--- config.mk ---
export PLATFORM = sky130hd
export DESIGN_NAME = nx_node_router
export DESIGN_NICKNAME = d
export VERILOG_FILES = /design/src/rtl/nx_node_router_pkg.sv /design/src/rtl/nx_router_fifo.sv /design/src/rtl/nx_node_router.sv
export SDC_FILE = /design/constraint.sdc
export NUM_CORES = 2
export LEC_CHECK = 0
export ABC_AREA = 1
export CAP_MARGIN = 20
export CORE_MARGIN = 5
export CORE_UTILIZATION = 50
export CTS_BUF_LIST = sky130_fd_sc_hd__clkbuf_8
export CTS_CLUSTER_SIZE = 14
export DETAILED_ROUTE_END_ITERATION = 12
export PLACE_DENSITY = 0.8
export SYNTH_ARGS = -nofsm -noshare
export SYNTH_HDL_FRONTEND = slang
export SYNTH_SLANG_ARGS = --single-unit
--- constraint.sdc ---
create_clock -name clk_i -period 21.5 [get_ports clk_i]
set_clock_uncertainty 0.05 [all_clocks]
set_input_delay 3.225 -clock clk_i [delete_from_list [all_inputs] [get_ports clk_i]]
set_output_delay 3.225 -clock clk_i [all_outputs]
set_load 0.02 [all_outputs]
--- src/rtl/nx_node_router_pkg.sv ---
// Shared constants and types for the node router.
// Holds the message format, port directions, arbitration names and XY routing.
package nx_node_router_pkg;

    localparam int ADDR_ROW_WIDTH = 4;
    localparam int ADDR_COL_WIDTH = 4;
    localparam int PAYLOAD_WIDTH  = 24;

    typedef struct packed {
        logic [ADDR_ROW_WIDTH-1:0] tgt_row;
        logic [ADDR_COL_WIDTH-1:0] tgt_col;
        logic [PAYLOAD_WIDTH-1:0]  payload;
    } node_message_t;

    typedef enum logic [2:0] {
        NORTH = 3'd0,
        EAST  = 3'd1,
        SOUTH = 3'd2,
        WEST  = 3'd3,
        LOCAL = 3'd4
    } direction_t;

    localparam string ARB_ROUND_ROBIN = "round_robin";
    localparam string ARB_FIXED       = "fixed";

    // Dimension-ordered: resolve the column first, then the row.
    function automatic direction_t route_xy(
        input logic [ADDR_ROW_WIDTH-1:0] tgt_row,
        input logic [ADDR_COL_WIDTH-1:0] tgt_col,
        input logic [ADDR_ROW_WIDTH-1:0] node_row,
        input logic [ADDR_COL_WIDTH-1:0] node_col
    );
        if (tgt_row == node_row && tgt_col == node_col) return LOCAL;
        if (tgt_col > node_col) return EAST;
        if (tgt_col < node_col) return WEST;
        if (tgt_row > node_row) return SOUTH;
        return NORTH;
    endfunction

endpackage

--- src/rtl/nx_router_fifo.sv ---
// Single-clock output FIFO with a register-file head.
// Ports: clk_i, rst_i, push_i/data_i, pop_i, full_o, empty_o, head_o.
module nx_router_fifo #(
    parameter int WIDTH = 32,
    parameter int DEPTH = 2
) (
    input  logic             clk_i,
    input  logic             rst_i,
    input  logic             push_i,
    input  logic [WIDTH-1:0] data_i,
    input  logic             pop_i,
    output logic             full_o,
    output logic             empty_o,
    output logic [WIDTH-1:0] head_o
);

    localparam int AW = $clog2(DEPTH);

    logic [WIDTH-1:0] mem_q [DEPTH];
    logic [AW:0]      wr_ptr_q, wr_ptr_d;
    logic [AW:0]      rd_ptr_q, rd_ptr_d;
    logic             do_push, do_pop;

    // The extra top bit tells full apart from empty when indices match.
    assign empty_o = (wr_ptr_q == rd_ptr_q);
    assign full_o  = (wr_ptr_q[AW] != rd_ptr_q[AW]) &&
                     (wr_ptr_q[AW-1:0] == rd_ptr_q[AW-1:0]);

    // A full FIFO refuses a write even if it is popped in the same cycle.
    assign do_push = push_i && !full_o;
    assign do_pop  = pop_i && !empty_o;

    assign wr_ptr_d = do_push ? wr_ptr_q + 1'b1 : wr_ptr_q;
    assign rd_ptr_d = do_pop  ? rd_ptr_q + 1'b1 : rd_ptr_q;

    assign head_o = mem_q[rd_ptr_q[AW-1:0]];

    always_ff @(posedge clk_i or posedge rst_i) begin
        if (rst_i) begin
            wr_ptr_q <= '0;
            rd_ptr_q <= '0;
            for (int i = 0; i < DEPTH; i++) mem_q[i] <= '0;
        end else begin
            wr_ptr_q <= wr_ptr_d;
            rd_ptr_q <= rd_ptr_d;
            if (do_push) mem_q[wr_ptr_q[AW-1:0]] <= data_i;
        end
    end

endmodule

--- src/rtl/nx_node_router.sv ---
// Node crossbar: XY route, per-output arbitration and FIFO, drop counting.
// Ports: clk/rst, node address, inbound/outbound streams, presence, idle, drops.
module nx_node_router
    import nx_node_router_pkg::*;
#(
    parameter int    NUM_PORTS      = 5,
    parameter int    FIFO_DEPTH     = 2,
    parameter string ARB_SCHEME     = "round_robin",
    parameter int    DROP_CNT_WIDTH = 16
) (
    input  logic                          clk_i,
    input  logic                          rst_i,
    input  logic [ADDR_ROW_WIDTH-1:0]     node_row_i,
    input  logic [ADDR_COL_WIDTH-1:0]     node_col_i,
    output logic                          idle_o,
    output logic [DROP_CNT_WIDTH-1:0]     drop_count_o,
    input  node_message_t [NUM_PORTS-1:0] ib_data_i,
    input  logic [NUM_PORTS-1:0]          ib_valid_i,
    output logic [NUM_PORTS-1:0]          ib_ready_o,
    output node_message_t [NUM_PORTS-1:0] ob_data_o,
    output logic [NUM_PORTS-1:0]          ob_valid_o,
    input  logic [NUM_PORTS-1:0]          ob_ready_i,
    input  logic [NUM_PORTS-1:0]          ob_present_i
);

    localparam int PW  = $clog2(NUM_PORTS);
    localparam int LOC = NUM_PORTS - 1;
    localparam bit FIXED_MODE = (ARB_SCHEME == ARB_FIXED);

    if (NUM_PORTS != 5) begin : g_bad_ports
        $error("nx_node_router: NUM_PORTS must be 5");
    end
    if (FIFO_DEPTH < 2 || (FIFO_DEPTH & (FIFO_DEPTH - 1)) != 0) begin : g_bad_depth
        $error("nx_node_router: FIFO_DEPTH must be a power of two >= 2");
    end
    if (ARB_SCHEME != ARB_ROUND_ROBIN && ARB_SCHEME != ARB_FIXED) begin : g_bad_arb
        $error("nx_node_router: unknown ARB_SCHEME");
    end

    direction_t           dir [NUM_PORTS];
    logic [NUM_PORTS-1:0] drop;
    logic [NUM_PORTS-1:0] present;
    logic [NUM_PORTS-1:0] gnt [NUM_PORTS];
    logic [NUM_PORTS-1:0] granted;
    logic [NUM_PORTS-1:0] full, empty;

    // The local deliver port always exists.
    assign present = ob_present_i | (NUM_PORTS'(1) << LOC);

    for (genvar s = 0; s < NUM_PORTS; s++) begin : g_src
        assign dir[s] = route_xy(ib_data_i[s].tgt_row, ib_data_i[s].tgt_col,
                                 node_row_i, node_col_i);
        // Absent neighbour, or a mesh source routed back where it came from.
        assign drop[s] = ib_valid_i[s] &&
                         (!present[dir[s]] || (s != LOC && int'(dir[s]) == s));
    end

    for (genvar o = 0; o < NUM_PORTS; o++) begin : g_out
        logic [NUM_PORTS-1:0] req_l, gnt_l;
        logic [PW-1:0]        idx_l, cand, ptr_q, ptr_d;
        logic [PW:0]          sum;

        // Scan from the pointer downwards so the nearest requester wins.
        always_comb begin
            req_l = '0;
            gnt_l = '0;
            idx_l = '0;
            sum   = '0;
            cand  = '0;
            for (int s = 0; s < NUM_PORTS; s++)
                req_l[s] = ib_valid_i[s] && !drop[s] && (int'(dir[s]) == o);
            if (!full[o]) begin
                for (int k = NUM_PORTS - 1; k >= 0; k--) begin
                    sum = {1'b0, ptr_q} + (PW+1)'(k);
                    if (sum >= (PW+1)'(NUM_PORTS)) sum = sum - (PW+1)'(NUM_PORTS);
                    cand = sum[PW-1:0];
                    if (req_l[cand]) begin
                        gnt_l = '0;
                        gnt_l[cand] = 1'b1;
                        idx_l = cand;
                    end
                end
            end
        end

        assign ptr_d = !(|gnt_l) ? ptr_q :
                       (idx_l == PW'(NUM_PORTS - 1)) ? '0 : idx_l + 1'b1;

        if (FIXED_MODE) begin : g_fixed
            assign ptr_q = '0;
        end else begin : g_rr
            always_ff @(posedge clk_i or posedge rst_i) begin
                if (rst_i) ptr_q <= '0;
                else       ptr_q <= ptr_d;
            end
        end

        assign gnt[o] = gnt_l;

        nx_router_fifo #(
            .WIDTH ($bits(node_message_t)),
            .DEPTH (FIFO_DEPTH)
        ) u_fifo (
            .clk_i   (clk_i),
            .rst_i   (rst_i),
            .push_i  (|gnt_l),
            .data_i  (ib_data_i[idx_l]),
            .pop_i   (ob_ready_i[o]),
            .full_o  (full[o]),
            .empty_o (empty[o]),
            .head_o  (ob_data_o[o])
        );

        assign ob_valid_o[o] = !empty[o];
    end

    always_comb begin
        granted = '0;
        for (int o = 0; o < NUM_PORTS; o++) granted = granted | gnt[o];
    end

    assign ib_ready_o = granted | drop;

    logic [DROP_CNT_WIDTH-1:0] drop_cnt_q, drop_cnt_d;
    logic [DROP_CNT_WIDTH:0]   cnt_sum;
    logic                      idle_q, idle_d;

    always_comb begin
        cnt_sum = {1'b0, drop_cnt_q};
        for (int s = 0; s < NUM_PORTS; s++)
            cnt_sum = cnt_sum + {{DROP_CNT_WIDTH{1'b0}}, drop[s]};
        drop_cnt_d = cnt_sum[DROP_CNT_WIDTH] ? '1 : cnt_sum[DROP_CNT_WIDTH-1:0];
    end

    assign idle_d = (&empty) && !(|ib_valid_i);

    always_ff @(posedge clk_i or posedge rst_i) begin
        if (rst_i) begin
            drop_cnt_q <= '0;
            idle_q     <= 1'b0;
        end else begin
            drop_cnt_q <= drop_cnt_d;
            idle_q     <= idle_d;
        end
    end

    assign drop_count_o = drop_cnt_q;
    assign idle_o       = idle_q;

endmodule

==> metrics.txt <==
status=finished, final reports clean; RSZ-0062 raised after global routing=false; dominant synthesized flop cell=dfrtp_1; drt via density=5.67; Fmax=82.6 MHz; Final ANT Viol Nets=0; WHS=0.426 ns; Synth area leader=dfrtp_1; Worst Path Class, Setup=in2out; number of synthesized flops with an enable pin=0; clock-pin slew reported for the worst setup and hold paths after clock tree synthesis=0.06 ns; Final nets=5536; worst setup path startpoint=ib_data_i[159]; Hold WC Path Type=reg2reg; routability cong.=1.01; Root Buffer=clkbuf_8; Worst path slowest cell=nand2_2; Slew Viols, Final=0; post-synthesis sequential area ratio=30.4%; synth top area cells=dfrtp_1 30%, nand2_1 30%, nand3_1 10%; CTS tree=built; Critical Path RT=18.23 ns; row cnt=90; DP Worst Slack=9.68 ns; H-tree depth=3; Sequential Area=9310 um2; Multi-input gate area=18300 um2; Min Clock Period, post-route=12.11 ns; CP Capture Point=ib_ready_o[1]; crit-path cells=clkdlybuf4s50_1, ha_1, nand2_1, nor2_2, nand2_1, nand4_1, nand2_1, clkinv_1, nand3_4, nor2_4, nand2_1, o21ai_2, nand3_1, o21ai_1, nand2_1, nand2_1, nand2_1, nand2_2, nand2_4, inv_1, a21oi_1, nand4_1, clkdlybuf4s50_1; Yosys warning count=0; clk_lat worst skew=0.67 ns; post-route setup slack=9.39 ns; Reg-to-Reg End=g_out[4].u_fifo.mem_q[18]; setup tns final=0 ns; CTS hold repair buffers=0; final hold vios=0; Worst Setup Start Kind=primary input; die area=66400 um2; Synth Cell Area=30700 um2; layout cells sized above 1=6.44%; ys async rst share=100%; Syn Area/Cell=6.11 um2; crit path capture type=output pin; r2r worst-path depth=23; top-area cell type share of the netlist area=30.4%; Reg2Reg Setup Slack=15.02 ns; initial antenna violation count=15; first-pass GRT wire length=184 mm; Initial Utilization=50.6%; gr ovfl total=0; post-CTS sizing=0; Final Cycle Share=56.3%; maximum fanout along the worst path=51; Port Buffers=370; Unique masters post-synth=60; final WL=121 mm; # IOs=372; endpoints failing setup=0; flip-flop and latch count after synthesis=372; Worst R2R Start=g_out[4].ptr_q[0]; drt wl/cell=19.8 um; worst rel slew slack=22.7%; Setup Fix Bufs, Post-CTS=0; Core Util, Final=59.1%; largest net degree at the start of global routing=120; GRT Overall Usage=34.9%; vias in the first global route=31703; fill cell count=5828; Post-Syn Instances=5013; clock sink count=372; Area Growth Syn to Fin=16.9%; Arrival @ worst endpoint=8.84 ns; worst-case clock buffer depth=3; Num CTS Buffers=71; worst-margin pin slew=1.16 ns; CP dominant cell by count=nand2_1; drt pass-1 iters=9; Worst path max stage delay=0.74 ns; Max Cap Violations=0; Post-DP HPWL=85.2 mm; Synth Net Count=5304; Core Footprint=60600 um2; Via Count=34510; die span in x=258 um; Post-route DRC=0; DRC violation total after the first TritonRoute iteration=4488; chip height=258 um
-- sequential cells by signal, indices dropped and copies added (netlist names) --
| signal | count |
|---|---|
| idle_o | 1 |
| g_out.u_fifo.wr_ptr_q | 10 |
| g_out.ptr_q | 15 |
| drop_count_o | 16 |
| g_out.u_fifo.rd_ptr_q | 10 |
| g_out.u_fifo.mem_q | 320 |
-- synth_stat cells, types with 48 or more instances --
library cell,n
nand2_1,2474
nand3_1,612
inv_1,436
dfrtp_1,372
nor2_1,123
buf_2,119
o21ai_0,114
ha_1,98
a21oi_1,71
clkbuf_1,70
nand4_1,67
nand2_2,48
-- metrics by stage --
| stage | instance area [um2] | std cells |
|---|---|---|
| floorplan | 30700 | 5013 |
| global placement | 34300 | 5954 |
| detailed placement | 34300 | 5954 |
| CTS | 35800 | 6080 |
| global route | 35800 | 6085 |
| finish | 35800 | 6089 |
-- placed cells by master (no fill, tap or decap), types with 8 or more instances in the layout --
cell type,instances
a21oi_1,71
buf_4,34
clkbuf_8,86
clkdlybuf4s50_1,370
clkinv_2,10
dfrtp_1,370
diode_2,9
fa_1,8
ha_1,98
inv_1,454
inv_2,41
nand2_1,2470
nand2_2,52
nand3_1,612
nand3_2,9
nand4_1,67
nor2_1,121
nor2_2,16
nor2_4,11
nor3_1,13
o211ai_1,44
o21ai_0,114
o21ai_1,38
o21ai_2,30
xnor2_1,10
xor2_1,41
-- kinds of logic (layout without fill, tap and decap cells) --
group / count (synthesis) / count (layout) / share of synthesized area [%]
buf+inv: 726 / 1011 / 10.1
other cells: 0 / 9 / 0
flops: 372 / 372 / 30.4
simple gates: 3414 / 3414 / 46.7
fa+ha+maj: 106 / 106 / 4.52
xor+xnor: 52 / 52 / 1.51
compound gates: 343 / 343 / 6.80
-- routing by layer --
| layer | GRT usage (%) | share of wire [%] | routed length, um | vias up |
|---|---|---|---|---|
| met5 | 0 | 0.057 | 69 | - |
| met4 | 17.7 | 5.9 | 7070 | 10 |
| met3 | 11.6 | 14 | 16400 | 467 |
| met2 | 51.4 | 42 | 50300 | 2174 |
| met1 | 46.1 | 39 | 47000 | 15624 |
| li1 | - | - | - | 16235 |
-- critical path: cells and delay by family --
family / cells / cell delay (ns)
adder cells (fa/ha/maj): 1 / 0.47
AO/OA/AOI/OAI: 3 / 0.40
AND/OR/NAND/NOR: 15 / 2.95
buffers and inverters: 4 / 1.76
-- how the worst min path moves through the flow --
stage | from | end | slack [ns] | cells past startpoint
floorplan | g_out[0].u_fifo.mem_q[29] | g_out[0].u_fifo.mem_q[29] | 0.40 | 2
global placement | g_out[0].u_fifo.mem_q[27] | g_out[0].u_fifo.mem_q[27] | 0.41 | 2
detailed placement | g_out[1].u_fifo.mem_q[7] | g_out[1].u_fifo.mem_q[7] | 0.41 | 2
CTS | g_out[1].u_fifo.mem_q[53] | g_out[1].u_fifo.mem_q[53] | 0.43 | 2
global route | g_out[2].u_fifo.mem_q[60] | g_out[2].u_fifo.mem_q[60] | 0.44 | 2
finish | g_out[0].u_fifo.mem_q[44] | g_out[0].u_fifo.mem_q[44] | 0.43 | 2
-- layout make-up --
class | count | area share, %
Antenna cell | 9 | 0.0628
Clock buffer | 86 | 3.30
Clock inverter | 40 | 0.782
Inverter | 481 | 5.06
Multi-Input combinational cell | 3915 | 51.0
Sequential cell | 372 | 26.0
Tap cell | 782 | 2.73
Timing Repair Buffer | 404 | 11.0
Power is not shown: default switching activity piles up to over one toggle a cycle in this logic, so the estimate is an artifact.
